==> config.mk <==
export PLATFORM = sky130hd
export DESIGN_NAME = ac_thermostat_ctrl
export DESIGN_NICKNAME = d
export VERILOG_FILES = /design/src/rtl/ac_pkg.sv /design/src/rtl/ac_tick_gen.sv /design/src/rtl/ac_thermostat_ctrl.sv
export SDC_FILE = /design/constraint.sdc
export NUM_CORES = 1
export LEC_CHECK = 0
export CAP_MARGIN = 20
export CORE_UTILIZATION = 45
export DETAILED_ROUTE_END_ITERATION = 6
export PLACE_DENSITY = 0.81
export RECOVER_POWER = 100
export SETUP_SLACK_MARGIN = 0.4
export SYNTH_ARGS = -nofsm -noshare
export SYNTH_HDL_FRONTEND = slang
export SYNTH_SLANG_ARGS = --single-unit
==> constraint.sdc <==
create_clock -name clk_2 -period 2.19 [get_ports clk_2]
set_clock_uncertainty 0.1 [all_clocks]
set_input_delay 0.3285 -clock clk_2 [delete_from_list [all_inputs] [get_ports clk_2]]
set_output_delay 0.3285 -clock clk_2 [all_outputs]
set_load 0.01 [all_outputs]
==> src/rtl/ac_pkg.sv <==
// Shared state type and width helpers for the air-conditioner thermostat controller.
package ac_pkg;

    typedef enum logic {
        NORMAL = 1'b0,
        DRIP   = 1'b1
    } state_t;

    localparam int unsigned TEMP_W_DEF = 3;

    // Bits needed to hold values 0..max_val; never less than one bit.
    function automatic int unsigned width_for(input int unsigned max_val);
        return (max_val < 1) ? 1 : $clog2(max_val + 1);
    endfunction

    function automatic int unsigned max2(input int unsigned a, input int unsigned b);
        return (a > b) ? a : b;
    endfunction

endpackage

==> src/rtl/ac_tick_gen.sv <==
// Control-tick divider: emits a one-cycle registered pulse every TICK_DIV cycles of clk_2.
module ac_tick_gen
    import ac_pkg::*;
#(
    parameter int unsigned TICK_DIV = 2
) (
    input  logic clk_2,
    input  logic reset,
    output logic tick
);

    localparam int unsigned      DIV_W    = width_for(TICK_DIV - 1);
    localparam logic [DIV_W-1:0] DIV_LAST = DIV_W'(TICK_DIV - 1);

    logic [DIV_W-1:0] div_q, div_d;
    logic             tick_q, tick_d;

    always_comb begin
        div_d  = div_q + 1'b1;
        tick_d = 1'b0;
        if (div_q == DIV_LAST) begin
            div_d  = '0;
            tick_d = 1'b1;
        end
    end

    always_ff @(posedge clk_2 or posedge reset) begin
        if (reset) begin
            div_q  <= '0;
            tick_q <= 1'b0;
        end else begin
            div_q  <= div_d;
            tick_q <= tick_d;
        end
    end

    assign tick = tick_q;

endmodule

==> src/rtl/ac_thermostat_ctrl.sv <==
// Air-conditioner controller: saturating setpoint, slewing actual temperature and drip FSM.
// Optional sticky drip-timeout alarm is built when AC_DRIP_ALARM_EN is defined.
module ac_thermostat_ctrl
    import ac_pkg::*;
#(
    parameter int unsigned TEMP_W       = TEMP_W_DEF,
    parameter int unsigned TEMP_MIN     = 0,
    parameter int unsigned TEMP_MAX     = 7,
    parameter int unsigned TEMP_INIT    = 0,
    parameter int unsigned TICK_DIV     = 2,
    parameter int unsigned DRIP_AFTER   = 10,
    parameter int unsigned DRIP_HOLD    = 4,
    parameter int unsigned DRIP_TIMEOUT = 16
) (
    input  logic              clk_2,
    input  logic              reset,
    input  logic              inc,
    input  logic              dec,
    output logic [TEMP_W-1:0] temp_target,
    output logic [TEMP_W-1:0] temp_actual,
    output logic              dripping,
    output logic              tick,
    output logic              alarm
);

    localparam int unsigned       CNT_W      = width_for(max2(DRIP_AFTER, DRIP_HOLD));
    localparam logic [TEMP_W-1:0] T_MIN      = TEMP_W'(TEMP_MIN);
    localparam logic [TEMP_W-1:0] T_MAX      = TEMP_W'(TEMP_MAX);
    localparam logic [TEMP_W-1:0] T_INIT     = TEMP_W'(TEMP_INIT);
    localparam logic [CNT_W-1:0]  AFTER_LAST = CNT_W'(DRIP_AFTER - 1);
    localparam logic [CNT_W-1:0]  HOLD_LAST  = CNT_W'(DRIP_HOLD - 1);

    logic              tick_w;
    logic [TEMP_W-1:0] target_q, target_d;
    logic [TEMP_W-1:0] actual_q, actual_d;
    state_t            state_q, state_d;
    logic [CNT_W-1:0]  cnt_q, cnt_d;

    ac_tick_gen #(
        .TICK_DIV (TICK_DIV)
    ) u_tick_gen (
        .clk_2 (clk_2),
        .reset (reset),
        .tick  (tick_w)
    );

    always_comb begin
        target_d = target_q;
        if (tick_w) begin
            if (inc && !dec && (target_q < T_MAX)) begin
                target_d = target_q + 1'b1;
            end else if (dec && !inc && (target_q > T_MIN)) begin
                target_d = target_q - 1'b1;
            end
        end
    end

    // Actual chases the pre-update setpoint, so a button press shows up one tick later.
    always_comb begin
        actual_d = actual_q;
        if (tick_w) begin
            if (actual_q < target_q) begin
                actual_d = actual_q + 1'b1;
            end else if (actual_q > target_q) begin
                actual_d = actual_q - 1'b1;
            end
        end
    end

    always_comb begin
        state_d = state_q;
        cnt_d   = cnt_q;
        if (tick_w) begin
            unique case (state_q)
                NORMAL: begin
                    if (cnt_q == AFTER_LAST) begin
                        state_d = DRIP;
                        cnt_d   = '0;
                    end else begin
                        cnt_d = cnt_q + 1'b1;
                    end
                end
                DRIP: begin
                    // Only ticks at full drain temperature make progress; others keep it.
                    if (actual_q == T_MAX) begin
                        if (cnt_q == HOLD_LAST) begin
                            state_d = NORMAL;
                            cnt_d   = '0;
                        end else begin
                            cnt_d = cnt_q + 1'b1;
                        end
                    end
                end
                default: begin
                    state_d = NORMAL;
                    cnt_d   = '0;
                end
            endcase
        end
    end

    always_ff @(posedge clk_2 or posedge reset) begin
        if (reset) begin
            target_q <= T_INIT;
            actual_q <= T_INIT;
            state_q  <= NORMAL;
            cnt_q    <= '0;
        end else begin
            target_q <= target_d;
            actual_q <= actual_d;
            state_q  <= state_d;
            cnt_q    <= cnt_d;
        end
    end

`ifdef AC_DRIP_ALARM_EN
    localparam int unsigned     DT_W     = width_for(DRIP_TIMEOUT);
    localparam logic [DT_W-1:0] DT_LIMIT = DT_W'(DRIP_TIMEOUT);

    logic [DT_W-1:0] dtime_q, dtime_d;
    logic            alarm_q, alarm_d;

    // dtime counts ticks spent in DRIP, saturating at the limit; alarm latches until reset.
    always_comb begin
        dtime_d = dtime_q;
        alarm_d = alarm_q;
        if (tick_w) begin
            if (state_d != DRIP) begin
                dtime_d = '0;
            end else if ((state_q == DRIP) && (dtime_q != DT_LIMIT)) begin
                dtime_d = dtime_q + 1'b1;
            end
        end
        if (dtime_d == DT_LIMIT) begin
            alarm_d = 1'b1;
        end
    end

    always_ff @(posedge clk_2 or posedge reset) begin
        if (reset) begin
            dtime_q <= '0;
            alarm_q <= 1'b0;
        end else begin
            dtime_q <= dtime_d;
            alarm_q <= alarm_d;
        end
    end

    assign alarm = alarm_q;
`else
    logic unused_timeout;
    assign unused_timeout = (DRIP_TIMEOUT != 0);
    assign alarm          = 1'b0;
`endif

    assign temp_target = target_q;
    assign temp_actual = actual_q;
    assign dripping    = (state_q == DRIP);
    assign tick        = tick_w;

endmodule
# --- Yosys cells after proc, flatten, opt, wreduce, memory -nomap -nowiden ---
# Cells that the tools add are included.
classes:
  add_sub_neg: 6
  magnitude_cmp: 4
  eq_ne: 4
  mux: 14
  bitwise: 1
  n_reduce_logical: 11
ops:
  columns: ["op", "n"]
  rows:
  - ["3-bit 2-to-1 mux", 4]
  - ["4-bit 2-to-1 mux", 3]
  - ["4-bit one-hot mux with 2 select lines", 1]
  - ["3-bit by 1-bit adder with 3-bit output (second input constant)", 2]
  - ["2-bit AND reduction", 3]
  - ["3-bit by 1-bit subtractor with 3-bit output (second input constant)", 2]
  - ["1-bit 2-to-1 mux", 5]
  - ["4-bit by 1-bit adder with 4-bit output (second input constant)", 1]
  - ["4-bit by 2-bit == test with 1-bit output (second input constant)", 1]
  - ["4-bit == test (second input constant)", 1]
  - ["1-bit logical AND", 4]
  - ["2-bit nonzero test", 2]
  - ["3-bit == test (second input constant)", 1]
  - ["3-bit by 1-bit greater-than comparator with 1-bit output (second input constant)", 1]
  - ["3-bit greater-than comparator", 1]
  - ["3-bit less-than comparator", 1]
  - ["3-bit less-than comparator (second input constant)", 1]
  - ["1-bit logical NOT", 2]
  - ["2-bit by 1-bit inequality test with 1-bit output (second input constant)", 1]
  - ["1-bit one-hot mux with 2 select lines", 1]
  - ["1-bit adder (second input constant)", 1]
  - ["1-bit NOT", 1]
word_totals:
  regBits: 13
  in_bits: 4
  output_inout_bits: 9
  elab_cells: 46

# --- Longest topological paths before layout ---
logic_depth:
  ltp_word: 5
  depth_mapped: 8
  ltp_nobuf: 8

# --- By module ---
# Synthesis repeated with hierarchy kept, for this count alone.
unflattened:
  cells_unflattened: 77
  area_unflattened_um2: 797.0
modules_own_cells:
  columns: ["module", "instances", "cells_each", "area_each_um2", "seq_area_each_um2"]
  rows:
  - ["ac_thermostat_ctrl", 1, 73, 739.5, 275.3]
  - ["ac_tick_gen", 1, 4, 57.6, 50.0]

# --- Worst setup path before layout ---
# Ideal clock, no wire load.
synth_timing:
  path_type: "register to register"
  from: "register target_q[2] (netlist: temp_target[2])"
  to: "register actual_q[2] (netlist: temp_actual[2])"
  setup_time_ps: 80
  t_arrival_ps: 1854
  t_required_ps: 2010
  path_slack_ps: 156
  path_stages_with_launch: 9
  n_path_buf: 0
  period_less_slack_ps: 2034
  path_cell_list: "dfrtp_1 > inv_1 > ha_1 > a21oi_1 > nand2_1 > fa_1 > and3_1 > o21bai_1 > xnor2_1"
synth_between:
  elab_chain_len: 3
  word_cells_on_any_way: 5
  cone_classes: "order compare (2); mux (1); reduce/logical (2)"
synth_lines:
  columns: ["item", "line", "source"]
  rows:
  - ["from (decl)", "ac_thermostat_ctrl.sv:34", "logic [TEMP_W-1:0] target_q, target_d;"]
  - ["from (signal assigned)", "ac_thermostat_ctrl.sv:109", "target_q <= target_d;"]
  - ["3-bit less-than comparator / 3-bit greater-than comparator (equally long branches)", "ac_thermostat_ctrl.sv:62, ac_thermostat_ctrl.sv:64", null]
  - ["2-bit nonzero test (no line)", null, null]
  - ["2-bit AND reduction (no line)", null, null]
  - ["to (signal assigned)", "ac_thermostat_ctrl.sv:110", "actual_q <= actual_d;"]
  - ["to (decl)", "ac_thermostat_ctrl.sv:35", "logic [TEMP_W-1:0] actual_q, actual_d;"]
# Parallel ways exist; a longest one is shown, timed or not.
# A chain may end at the register's enable or synchronous reset.

# --- Worst setup path in the final report ---
# Same ends and word-level chain as after synthesis.

==> impl_metrics.json <==
{
  "synth_area_leaders": "dfrtp_1 (40%), ha_1 (9.2%), fa_1 (4.9%)",
  "fin_crit_sh": 0.900,
  "gp_congestion": 0.729,
  "stdcell_area_um2": 1150,
  "final_antenna_net_count": 0,
  "yosysWarningCount": 0,
  "drc_errors": 0,
  "wl_per_cell_um": 14.3,
  "grt_overflow_total": 0,
  "vias_per_cell": 5.26,
  "rows": 15,
  "netlist.top_cell.by_area": "dfrtp_1",
  "final_max_slew_viol_count": 0,
  "start_util": 0.477,
  "design.die.area_um2": 1980,
  "final-setup-viol-count": 0,
  "io_buffers": 11,
  "crit_chain": "inv_2, ha_4, a21oi_4, nand2_2, fa_2, a21oi_2, o21bai_4, xnor2_2",
  "worst_slew_pin_slew_ps": 518,
  "cts_buffers": 3,
  "crit_arrival_ps": 2040,
  "cts_root_buffer": "clkbuf_4",
  "dieWidth_um": 44.5,
  "ys_seq_elements": 13,
  "cp-end-kind": "flop",
  "maxSlewHeadroom": 0.651,
  "cts_sinks": 13,
  "ys_seq_area_frac": 0.399,
  "start_kind": "flop",
  "area_delta_synth_final_pct": 41.3,
  "ys_types": 30,
  "cts.hold.buffers_added": 0,
  "vias": 694,
  "dp_hpwl_um": 1110,
  "outcome": "completed",
  "drive_gt1_frac": 0.364,
  "finalWirelength_um": 1890,
  "syn_avg_cell_area_um2": 10.3,
  "synth_top_area_share": 0.399,
  "n_antenna_cell": 0,
  "power_density_nw_per_um2": 1500,
  "first_pass_iters": 4,
  "grt_usage": 0.208,
  "placed_cell_area_um2": 973,
  "fin_setup_tns_ps": 0,
  "crit_start": "temp_target[2]$_DFFE_PP0P_",
  "grt_antenna_before_repair": 0,
  "period_needed_ps": 1970,
  "r2r_start": "temp_target[2]$_DFFE_PP0P_",
  "cp_num_buf_inv": 1,
  "grt_setup_unrepaired": "yes",
  "h-tree-depth": 1,
  "worstPathRequired_ps": 2260,
  "first_iter_violations": 14,
  "nets": 120,
  "total_power_w": 0.00172,
  "cts_tree": "built",
  "cts.clk_slew.worst_paths_ps": 80,
  "grt_start_max_net_pins": 14,
  "cp_max_fo": 3,
  "fmax_mhz": 507,
  "clk_latency_ps": 280,
  "grt_pass1_wl_um": 2980,
  "max_stage_delay_ps": 430,
  "netlist_instances": 79,
  "first_global_vias": 679,
  "n_fill_cell": 121,
  "crit_family": "adder cells",
  "ios": 13,
  "coreArea_um2": 1710,
  "ir_worst_vdd_mv": 0.938,
  "min-delay-start": "u_tick_gen.div_q$_DFF_PP0_",
  "worstHoldPathType": "reg -> reg",
  "p_leak_nw": 0.494,
  "criticalPathCategory": "reg -> reg",
  "syn-cell-area_um2": 815,
  "drv_cap": 0,
  "clk_path_buf_depth": 2,
  "syn_nets": 91,
  "final_hold_viol_count": 0,
  "slowest_stage": "dfrtp_2",
  "die_h_um": 44.5
}
==> repair_timing <==
item | 4_1_cts | 5_1_grt
resized for setup | 5 | 14
buffers inserted | 10 | 4
setup endpoints to repair | 5 | 10
pin swaps | 8 | 7
==> cell usage after synthesis (all sizes together) <==
| master | n |
|---|---|
| nor2 | 1 |
| and3 | 2 |
| inv | 9 |
| buf | 1 |
| and2 | 1 |
| dfrtp | 13 |
| o21bai | 1 |
| a21oi | 3 |
| nand3 | 3 |
| nand2 | 5 |
| a31oi | 1 |
| nand2b | 1 |
| fa | 2 |
| o211ai | 1 |
| o41ai | 2 |
| ha | 6 |
| a21boi | 1 |
| a21bo | 1 |
| nand3b | 4 |
| mux2 | 3 |
| o31ai | 1 |
| nor3 | 1 |
| nor3b | 1 |
| xnor2 | 4 |
| or3 | 2 |
| conb | 1 |
| o21ai | 8 |
==> routing by layer <==
layer	vias up	part of all wire	global-route usage	routed length [um]
met4	0	0.017	0.0727	33
met2	13	0.53	0.338	1000
met1	345	0.43	0.269	823
met3	5	0.018	0.0531	34
li1	331	-	-	-
met5	-	0	0	0
==> worst paths after layout <==
kind                            depth (start not counted)                    endpoint  slack (ps)
worst max-delay path                                    8  temp_actual[2]$_DFFE_PP0P_         220
worst min-delay path                                    0   u_tick_gen.tick$_DFF_PP0_         290
worst max register to register                          8  temp_actual[2]$_DFFE_PP0P_         220
worst min register to register                          0   u_tick_gen.tick$_DFF_PP0_         290
max in group asynchronous                               2  temp_target[1]$_DFFE_PP0P_        1230
min in group asynchronous                               2  temp_actual[1]$_DFFE_PP0P_         400
==> through the flow <==
step | hold WS, ps | setup WS (ps) | utilization | instances
3_3_place_gp | 263 | 86.8 | 0.570 | 114
4_1_cts | 282 | 276 | 0.646 | 128
5_1_grt | 315 | 127 | 0.674 | 132
6_report | 291 | 219 | 0.674 | 132
3_5_place_dp | 272 | 18.1 | 0.570 | 114
2_1_floorplan | 105 | 341 | - | 79
==> flip-flops by register name, summed over array words and instances, names as in the netlist <==
register	count
u_tick_gen.tick	1
temp_actual	3
u_tick_gen.div_q	1
dripping	1
cnt_q	4
temp_target	3
==> report_power, final <==
part	internal (W)	total [W]	switching, W
Combinational	0.000595	0.00110	0.000505
Clock	0.0000706	0.000152	0.0000811
Sequential	0.000345	0.000470	0.000125
==> final cells by class <==
type	instances	area, um2	area share
clock buffers	4	26.3	0.0228
inverters	9	33.8	0.0293
multi-input cells	56	513	0.446
flip-flops and latches	13	333	0.289
well taps	25	31.3	0.0272
repair buffers	25	214	0.186
==> placed cells by master (no fill, tap or decap), types with 2 or more instances in the layout <==
cell and n:
buf_4 13, fa_2 2, clkdlybuf4s25_1 3, o21ai_0 6, o21ai_2 2, dfrtp_1 7
inv_1 8, nand2_1 4, clkbuf_1 2, dfrtp_2 6, o41ai_1 2, nand3_1 3
or3_1 2, ha_1 4, clkbuf_4 3, clkdlybuf4s50_1 3, ha_4 2, nand3b_1 4
dlygate4sd3_1 4, mux2_2 2, xnor2_1 3
==> kinds of logic after synthesis <==
logic type	count (synthesis)	share of synthesized area
adders and majority gates	8	0.141
muxes	3	0.0415
AOI/OAI and AO/OA	19	0.169
other	1	0.00460
xor gates and xnor gates	4	0.0430
buffers and inverters	10	0.0507
DFF	13	0.399
and+or+nand+nor	21	0.151
Power figures use the tool's default switching activity.
